### src/rtl/sdram_arbiter.sv
// rtl/sdram_arbiter.sv - three-way slot arbiter in front of the single-port SDRAM core
module sdram_arbiter #(
    parameter int SLOT_CYCLES    = 4,
    parameter int MAX_VID_STREAK = 4,
    parameter int AW             = 25
) (
    input  logic          F14M,
    input  logic          RESET_n,
    input  logic          dl_active,
    input  logic          dl_req,
    input  logic [AW-1:0] dl_addr,
    input  logic [7:0]    dl_din,
    output logic          dl_ack,
    input  logic          vid_req,
    input  logic [AW-1:0] vid_addr,
    output logic          vid_ack,
    output logic [7:0]    vid_dout,
    input  logic          cpu_req,
    input  logic          cpu_we,
    input  logic [AW-1:0] cpu_addr,
    input  logic [7:0]    cpu_din,
    output logic          cpu_ack,
    output logic [7:0]    cpu_dout,
    output logic [AW-1:0] sd_addr,
    output logic [7:0]    sd_din,
    output logic          sd_we,
    output logic          sd_oe,
    input  logic [7:0]    sd_dout,
    output logic [1:0]    grant,
    output logic          busy
);

    localparam int CW = (SLOT_CYCLES > 1) ? $clog2(SLOT_CYCLES) : 1;
    localparam int SW = $clog2(MAX_VID_STREAK + 1);
    localparam logic [CW-1:0] CNT_LOAD   = CW'(SLOT_CYCLES - 1);
    localparam logic [SW-1:0] STREAK_MAX = SW'(MAX_VID_STREAK);

    localparam logic [1:0] G_NONE = 2'd0;
    localparam logic [1:0] G_DL   = 2'd1;
    localparam logic [1:0] G_VID  = 2'd2;
    localparam logic [1:0] G_CPU  = 2'd3;

    typedef enum logic [1:0] {IDLE, ACCESS, DONE} state_t;

    state_t         state;
    logic [CW-1:0]  slot_cnt;
    logic [SW-1:0]  streak;
    logic [1:0]     pick;

    // Winner for the next slot, from the live request levels; only consumed in IDLE
    always_comb begin
        pick = G_NONE;
        if (dl_req) begin
            pick = G_DL;
        end else if (!dl_active) begin
            if (cpu_req && streak == STREAK_MAX) begin
                pick = G_CPU;
            end else if (vid_req) begin
                pick = G_VID;
            end else if (cpu_req) begin
                pick = G_CPU;
            end
        end
    end

    // Slot sequencer: IDLE arbitrates, ACCESS holds the SDRAM strobes, DONE pulses the ack
    always_ff @(posedge F14M or negedge RESET_n) begin
        if (!RESET_n) begin
            state    <= IDLE;
            slot_cnt <= '0;
            streak   <= '0;
            grant    <= G_NONE;
            busy     <= 1'b0;
            dl_ack   <= 1'b0;
            vid_ack  <= 1'b0;
            cpu_ack  <= 1'b0;
            vid_dout <= 8'h00;
            cpu_dout <= 8'h00;
            sd_addr  <= '0;
            sd_din   <= 8'h00;
            sd_we    <= 1'b0;
            sd_oe    <= 1'b0;
        end else begin
            unique case (state)
                IDLE: begin
                    // The streak only counts video wins that actually held off a waiting CPU
                    if (pick == G_CPU || !cpu_req) begin
                        streak <= '0;
                    end else if (pick == G_VID && streak != STREAK_MAX) begin
                        streak <= streak + 1'b1;
                    end
                    if (pick != G_NONE) begin
                        state    <= ACCESS;
                        grant    <= pick;
                        busy     <= 1'b1;
                        slot_cnt <= CNT_LOAD;
                        case (pick)
                            G_DL: begin
                                sd_addr <= dl_addr;
                                sd_din  <= dl_din;
                                sd_we   <= 1'b1;
                                sd_oe   <= 1'b0;
                            end
                            G_VID: begin
                                sd_addr <= vid_addr;
                                sd_din  <= 8'h00;
                                sd_we   <= 1'b0;
                                sd_oe   <= 1'b1;
                            end
                            default: begin
                                sd_addr <= cpu_addr;
                                sd_din  <= cpu_din;
                                sd_we   <= cpu_we;
                                sd_oe   <= !cpu_we;
                            end
                        endcase
                    end
                end
                ACCESS: begin
                    if (slot_cnt == '0) begin
                        state <= DONE;
                        sd_we <= 1'b0;
                        sd_oe <= 1'b0;
                        if (grant == G_VID) begin
                            vid_dout <= sd_dout;
                        end
                        if (grant == G_CPU && sd_oe) begin
                            cpu_dout <= sd_dout;
                        end
                        dl_ack  <= (grant == G_DL);
                        vid_ack <= (grant == G_VID);
                        cpu_ack <= (grant == G_CPU);
                    end else begin
                        slot_cnt <= slot_cnt - 1'b1;
                    end
                end
                DONE: begin
                    state   <= IDLE;
                    grant   <= G_NONE;
                    busy    <= 1'b0;
                    dl_ack  <= 1'b0;
                    vid_ack <= 1'b0;
                    cpu_ack <= 1'b0;
                end
                default: begin
                    state <= IDLE;
                end
            endcase
        end
    end

endmodule

### config.mk
export PLATFORM = sky130hd
export DESIGN_NAME = sdram_arbiter
export DESIGN_NICKNAME = d
export VERILOG_FILES = /design/src/rtl/sdram_arbiter.sv
export SDC_FILE = /design/constraint.sdc
export NUM_CORES = 1
export LEC_CHECK = 0
export ABC_AREA = 1
export CORE_ASPECT_RATIO = 1.25
export CORE_MARGIN = 2
export CORE_UTILIZATION = 45
export CTS_CLUSTER_SIZE = 40
export DETAILED_ROUTE_END_ITERATION = 8
export PLACE_DENSITY = 0.87
export SETUP_SLACK_MARGIN = 0.2
export SYNTH_ARGS = -nofsm -noshare
export SYNTH_HDL_FRONTEND = slang
export SYNTH_SLANG_ARGS = --single-unit
### constraint.sdc
create_clock -name F14M -period 4 [get_ports F14M]
set_input_delay 0.6 -clock F14M [delete_from_list [all_inputs] [get_ports F14M]]
set_output_delay 0.6 -clock F14M [all_outputs]
set_load 0.02 [all_outputs]
-- Word level (Yosys, flattened, before mapping)
Cells that the tools add are included.
- flip-flop bits (word level): 64
- bits in latches: 0
- bits in writable memories: 0
- ROM bits: 0
- logic and storage cells: 83
- memories: 0
- add/sub/neg operators: 2
- $mul: 0
- div/mod/pow operators: 0
- $lt $le $gt $ge: 0
- eq/ne operators: 13
- shift-type cells: 0
- mux-type cells: 32
- bitwise operators: 0
- reductions and logical operators: 22
- operators by type and width (cell ; count):
    25-bit case mux with 2 select lines ; 1
    2-bit two-way mux ; 10
    1-bit case mux with 2 select lines ; 8
    8-bit case mux with 2 select lines ; 1
    2-bit case mux with 2 select lines ; 3
    3-bit AND reduction ; 4
    2-bit equality test (second input constant) ; 5
    2-bit AND reduction ; 5
    2-bit nonzero test ; 5
    1-bit two-way mux ; 7
    2-bit by 1-bit equality test with 1-bit output (second input constant) ; 3
    3-bit two-way mux ; 2
    2-bit inequality test (second input constant) ; 3
    2-bit zero test ; 2
    3-bit by 1-bit adder with 3-bit output (second input constant) ; 1
    3-bit equality test (second input constant) ; 1
    1-bit logical AND ; 3
    3-bit inequality test (second input constant) ; 1
    1-bit zero test ; 2
    2-bit by 1-bit subtractor with 2-bit output (second input constant) ; 1
    1-bit logical OR ; 1

-- Longest topological paths before layout
Gate-level depths: netlist of run 1.
- word-level depth: 9
- mapped depth: 15

-- Worst setup path before layout of run 1
Ideal clock, no wire load.
- path type: input to register
- from: input port cpu_req
- to: register sd_addr[15]
- setup time: 0.116 ns
- arrival: 1.842 ns
- required time: 3.884 ns
- setup slack: 2.041 ns
- stages: 13
- cell sequence: inv_1 nor2_1 nand2_1 nand2_1 inv_1 ha_1 buf_2 buf_4 buf_4 nand3_1 nand3_1 nand2_1 nand2_1
- word-level cells in the longest chain between the ends: 7
- elaborated cells on any way between the ends: 11
- classes of those cells: eq/ne (2); mux (6); reduce/logical (3)
- ends and longest elaborated chain (item ; line ; source):
    from (decl) ; 18 ; input logic cpu_req,
    2-bit two-way mux ; 60 ; end else if (cpu_req) begin
    2-bit two-way mux ; 58 ; end else if (vid_req) begin
    2-bit two-way mux (*) ; 56 ; if (cpu_req && streak == STREAK_MAX) begin
    2-bit two-way mux (*) ; 55 ; end else if (!dl_active) begin
    2-bit two-way mux (*) ; 53 ; if (dl_req) begin
    2-bit equality test, or another cell as far along ; 97 ; case (pick)
    25-bit case mux with 2 select lines / 2-bit AND reduction (equally long branches) ; n/a ;
    to (signal assigned) ; 99 ; sd_addr <= dl_addr;
    to (signal assigned) ; 105 ; sd_addr <= vid_addr;
    to (signal assigned) ; 111 ; sd_addr <= cpu_addr;
    to (decl) ; 24 ; output logic [AW-1:0] sd_addr,
Mark *: on every way between the ends. The rest lies on a longest branch, timed or not.
A chain may end at the register's enable or synchronous reset.

-- Worst setup path after layout of run 1
- from: input port cpu_req
- to: register sd_addr[18]
The elaborated chain is that of the path after synthesis.

==> run_results.csv, run 1 <==
group,metric,value,unit
route,num_vias,3723,
critical_path,crit_fanout,53,
placement,dp_hpwl,7.59,mm
clock_tree,cts_buffer_depth,2,
clock_tree,clock_latency,0.34,ns
power,leakage,2.50,nW
logic_synthesis,synth_fa_ha_area_share,2.53,%
placement,post-place-cells,699,
timing,hold_viol,0,
grt,grt_pass1_vias,3673,
placement,place.gp.congestion,0.808,
logic_synthesis,postSynthAreaPerCell,7.39,µm²
critical_path,startpoint_type,"input port",
finish,stdcell_area,5270,µm²
critical_path,worstPathRequired,4.28,ns
route,wl_per_cell,14.4,µm
grt,track_usage,25.2,%
critical_path,crit_path_end_kind,"register",
finish,areaGrowthSynthToFinish,52.3,%
logic_synthesis,synth_mux_area_share,0,%
placement,pre_cts_slack,1.10,ns
logic_synthesis,synth_warnings,0,
clock_tree,cts_made_buffers,9,
logic_synthesis,yosysTopAreaCell,"dfrtp_1",
route,vias_per_cell,5.21,
finish,num_antenna_cells,0,
grt,antenna_found_initial,0,
clock_tree,htreeDepth,3,
die,die-area,8410,µm²
logic_synthesis,synthSimpleGateAreaFrac,42.5,%
logic_synthesis,synthArstFlopShare,100,%
finish,fin_nets,731,
logic_synthesis,yosys-top-cells-count,"215 x nand2_1, 95 x nand3_1, 64 x dfrtp_1",
timing,setup_viol,0,
die,die_y,102,µm
critical_path,worstSetupPathType,"in -> reg",
grt,grt_overflow,0,
logic_synthesis,synth_enable_flop_cells,0,
clock_tree,ctsResizeCount,0,
timing,final.setup.worst_slack,1.42,ns
timing,finalMaxSlewViolations,0,
hold_path,min_path_type,"in -> async",
die,die_width,82.4,µm
clock_tree,ctsHoldBuffers,0,
logic_synthesis,synth_ff_type,"dfrtp_1",
route,firstDrtPassIters,6,
clock_tree,clock_sinks,64,
timing,setup_tns,0,ns
logic_synthesis,synth_top_family_by_area,"simple AND/OR/NAND/NOR gates",
logic_synthesis,seq_area_frac_synth,46.3,%
die,core-area,7400,µm²
placement,dpl_cell_area,5060,µm²
power,power,3.32,mW
logic_synthesis,synthTopCellsByArea,"dfrtp_1 46%, nand2_1 23%, nand3_1 14%",
timing,min_period,2.58,ns
finish,drive_gt1_share,5.30,%
flow_run,drv_cap,0,
clock_tree,post_cts_buffers,0,
finish,fin_util,71.2,%
logic_synthesis,synth_xor_area_share,0,%
die,initial_utilization,46.7,%
critical_path,r2r_slack,1.59,ns
logic_synthesis,synth_cell_types,21,
grt,grt_max_degree,54,
timing,worstMarginPinSlew,0.890,ns
logic_synthesis,ys_ff_latch,64,
timing,whs,0.379,ns
critical_path,worstPathArrival,2.85,ns
logic_synthesis,netlist_instances,468,
power,p_per_area,630,nW/µm²
die,rows,35,
route,drt_iter0_drc,211,
route,antenna_left,0,
logic_synthesis,synth_compound_area_share,1.59,%
power,ir_drop,406,µV
die,io_pins,163,
timing,period_share,64.4,%
timing,rsz0062_at_grt,"false",
placement,io_buffers,162,
finish,fin_cells,715,
run_status,status,"complete, no violations",
timing,fmax,0.388,GHz
logic_synthesis,synth_area,3460,µm²
clock_tree,clkTransAtPathRegs,0.07,ns
logic_synthesis,syn_nets,581,
clock_tree,clockRootBuffer,"clkbuf_8",
grt,grt_pass1_wl,16.3,mm
timing,timing.slew.headroom,40.7,%
clock_tree,cts_tree,"built",
logic_synthesis,synth_top_area_share,46.3,%
route,drt-total-wl,10.3,mm
logic_synthesis,yosysMostFrequentCell,"nand2_1",
route,drc,0,
timing,skew,0.00913,ns
## logic make-up after synthesis
logic type | count (synthesis)
AOI/OAI and AO/OA | 11
adders and majority gates | 7
buffers and inverters | 48
DFF | 64
and+or+nand+nor | 338
## worst max-delay path: stages
cell and delay [ns]:
clkdlybuf4s50_1 0.52, inv_1 0.06, nor2_1 0.08, nand2_1 0.06, nand2_1 0.13, inv_1 0.09, ha_2 0.40, buf_4 0.45
nand3_1 0.15, nand3_1 0.13, nand2_1 0.07, nand2_1 0.07
## cells in the final DEF, fill, tap and decap left out, drive strengths merged
cell type and count:
nand3 97, nand2 217, clkinvlp 2, bufinv 1, buf 5, clkinv 2, dfrtp 64, o21ai 11
nor2 15, clkbuf 11, clkdlybuf4s50 161, ha 7, nand4 8, nand3b 1, inv 21
## sequential cells by signal, indices dropped and copies added, names as in the netlist
name      count
dl_ack        1
sd_oe         1
cpu_dout      8
sd_addr      25
cpu_ack       1
busy          1
streak        3
sd_din        8
state         2
grant         2
vid_dout      8
vid_ack       1
sd_we         1
slot_cnt      2
## power by group
| group | internal, mW | switching [mW] | leakage, nW |
|---|---|---|---|
| clock network | 0.319 | 0.248 | 0.101 |
| logic | 0.710 | 0.937 | 1.63 |
| registers | 0.919 | 0.186 | 0.768 |
## layout make-up
cell class,count,area [µm²]
clock buffer,11,151
clock inverter,5,55.1
fill,602,2130
inverter,21,81.3
multi-input combinational,356,1620
sequential,64,1600
tap,92,115
timing repair buffer,166,1650
## final timing paths
check	start	to	depth (start not counted)
max in group asynchronous	RESET_n	sd_addr[11]	2
hold reg to reg	cpu_dout[1]	cpu_dout[1]	2
min in group F14M	cpu_dout[1]	cpu_dout[1]	2
setup reg to reg	streak[0]	sd_addr[18]	13
hold / removal	RESET_n	streak[0]	1
setup / recovery	cpu_req	sd_addr[18]	12
## routing by layer
layer	up-vias	wire [µm]	track usage, %
li1	1798	-	-
met1	1754	3920	29.0
met2	153	5380	45.2
met3	18	815	5.74
met4	0	201	8.97
met5	-	0	0
Power figures use the tool's default switching activity.
==> inputs of run 2 (changes only) <==
CORE_UTILIZATION = 41   (was 45)
PLACE_DENSITY = 0.8   (was 0.87)
clock period = 2.55 ns   (was 4 ns; I/O delays follow)
==> run 2 against run 1 <==
Compared with the run above: power increased by 55%; clock skew rose by 0.0029 ns; sequential power is 57% higher; flip-flop and latch count unchanged; via count fell by 0.40%; clock power grew 36%; critical path type is now reg -> reg.
==> run_results.csv, run 2 (synthesized netlist as in run 1, its figures left out) <==
group,metric,value,unit
placement,place.gp.congestion,0.818,
timing,worstMarginPinSlew,0.446,ns
critical_path,r2r_end,"sd_oe",
finish,final_cell_mix,"215 x nand2_1, 161 x clkdlybuf4s50_1, 95 x nand3_1",
die,die-area,9190,µm²
finish,regMostFlops,"sd_addr",
timing,period_share,83.7,%
timing,setup_tns,0,ns
grt,grt_pass1_vias,3681,
placement,dp_hpwl,7.77,mm
critical_path,startpoint_type,"register",
power,p_per_area,967,nW/µm²
finish,areaGrowthSynthToFinish,53.8,%
grt,grt_max_degree,54,
timing,min_period,2.13,ns
die,io_pins,163,
clock_tree,cts_made_buffers,9,
finish,drive_gt1_share,5.89,%
timing,skew,0.0120,ns
die,die_width,86.1,µm
clock_tree,htreeDepth,3,
critical_path,r2r_slack,0.42,ns
finish,num_antenna_cells,0,
grt,antenna_found_initial,0,
route,wl_per_cell,14.2,µm
route,firstDrtPassIters,4,
finish,fin_util,64.9,%
clock_tree,clockRootBuffer,"clkbuf_8",
grt,grt_pass1_wl,16.6,mm
timing,rsz0062_at_grt,"true",
critical_path,crit_path_end_kind,"register",
route,drc,0,
finish,final_common_cell,"nand2_1",
grt,grt_overflow,0,
clock_tree,cts_tree,"built",
finish,fin_nets,736,
die,core-area,8190,µm²
route,num_vias,3708,
clock_tree,cts_buffer_depth,2,
finish,largest_reg_flops,25,
grt,track_usage,23.1,%
die,die_y,107,µm
run_status,status,"complete, no violations",
route,antenna_left,0,
critical_path,endpoint,"sd_oe",
placement,dpl_cell_area,5120,µm²
clock_tree,clock_sinks,64,
placement,io_buffers,162,
clock_tree,post_cts_buffers,0,
timing,timing.slew.headroom,70.3,%
timing,setup_viol,0,
power,leakage,2.52,nW
critical_path,critPathLaunch,"streak[0]",
critical_path,worstPathRequired,2.79,ns
timing,hold_viol,0,
flow_run,drv_cap,0,
clock_tree,clkTransAtPathRegs,0.08,ns
critical_path,reg2regPathDepth,14,
die,initial_utilization,42.2,%
critical_path,crit_fanout,35,
timing,fmax,0.468,GHz
timing,finalMaxSlewViolations,0,
placement,post-place-cells,708,
finish,fin_cells,725,
hold_path,min_path_type,"in -> async",
route,drt-total-wl,10.3,mm
die,rows,37,
critical_path,worstPathArrival,2.37,ns
route,vias_per_cell,5.11,
clock_tree,clock_latency,0.35,ns
critical_path,worstSetupPathType,"reg -> reg",
critical_path,rr_startpoint,"streak[0]",
finish,stdcell_area,5320,µm²
power,ir_drop,436,µV
route,drt_iter0_drc,136,
[run 2: cell types whose count changed in the layout (fill, tap and decap cells not counted)]
cell,delta
nand2_8,+1
inv_6,+1
buf_4,+2
clkbuf_8,-1
bufinv_16,-1
clkinv_2,+2
nand2_4,-1
inv_2,-1
buf_12,+2
dlygate4sd3_1,+1
[run 2: how the worst min path moves through the flow]
| stage | from | to | cells past startpoint |
|---|---|---|---|
| finish | RESET_n | state[0] | 2 |
| global placement | RESET_n | streak[2] | 1 |
| floorplan | RESET_n | busy | 0 |
| detailed placement | RESET_n | streak[2] | 1 |
| global route | cpu_dout[2] | cpu_dout[2] | 2 |
| CTS | RESET_n | state[0] | 2 |
[run 2: report_power, final]
group / switching, mW / total (mW) / internal [mW]
Sequential: 0.291 / 1.73 / 1.44
Clock: 0.398 / 0.770 / 0.371
Combinational: 1.50 / 2.64 / 1.14
Total: 2.19 / 5.14 / 2.95
[run 2: per-layer routing]
layer	vias to the layer above	track usage, %	wire (µm)
li1	1812	-	-
met1	1734	26.0	4070
met2	148	41.0	5280
met3	14	5.39	718
met4	0	10.1	209
met5	-	0	0
[run 2: through the flow]
step                      worst slack, ns  hold slack (ns)  power [mW]
final                               0.415            0.471        5.14
after global routing                0.158            0.493        5.48
after CTS                           0.201            0.473        5.15
after detailed placement          -0.0421            0.309        4.37
after global placement             0.0555            0.300        4.29
after floorplan                     0.618           0.0869        3.19
[run 2: final cells by class]
| class | count | area, µm² |
|---|---|---|
| Clock inverter | 6 | 35.0 |
| Timing Repair Buffer | 171 | 1710 |
| Clock buffer | 10 | 138 |
| Fill cell | 676 | 2880 |
| Sequential cell | 64 | 1600 |
| Inverter | 21 | 86.3 |
| Tap cell | 97 | 121 |
| Multi-Input combinational cell | 356 | 1630 |
[run 2: repair_timing]
action,in CTS,in global routing
endpoints found under the setup margin,0,36
endpoints found under the hold margin,13,0
hold buffers,1,0
gates resized for setup,0,4
[run 2: critical path: stages, from the launching register on]
cell,delay (ns)
dfrtp_1,0.40
inv_1,0.07
ha_1,0.20
nand2_1,0.08
nand2_1,0.06
nand2_1,0.05
nand2_1,0.10
inv_1,0.11
ha_2,0.32
inv_4,0.30
nand2_1,0.12
nand2_1,0.09
nor2_1,0.04
nand2_1,0.05
nand2_1,0.04
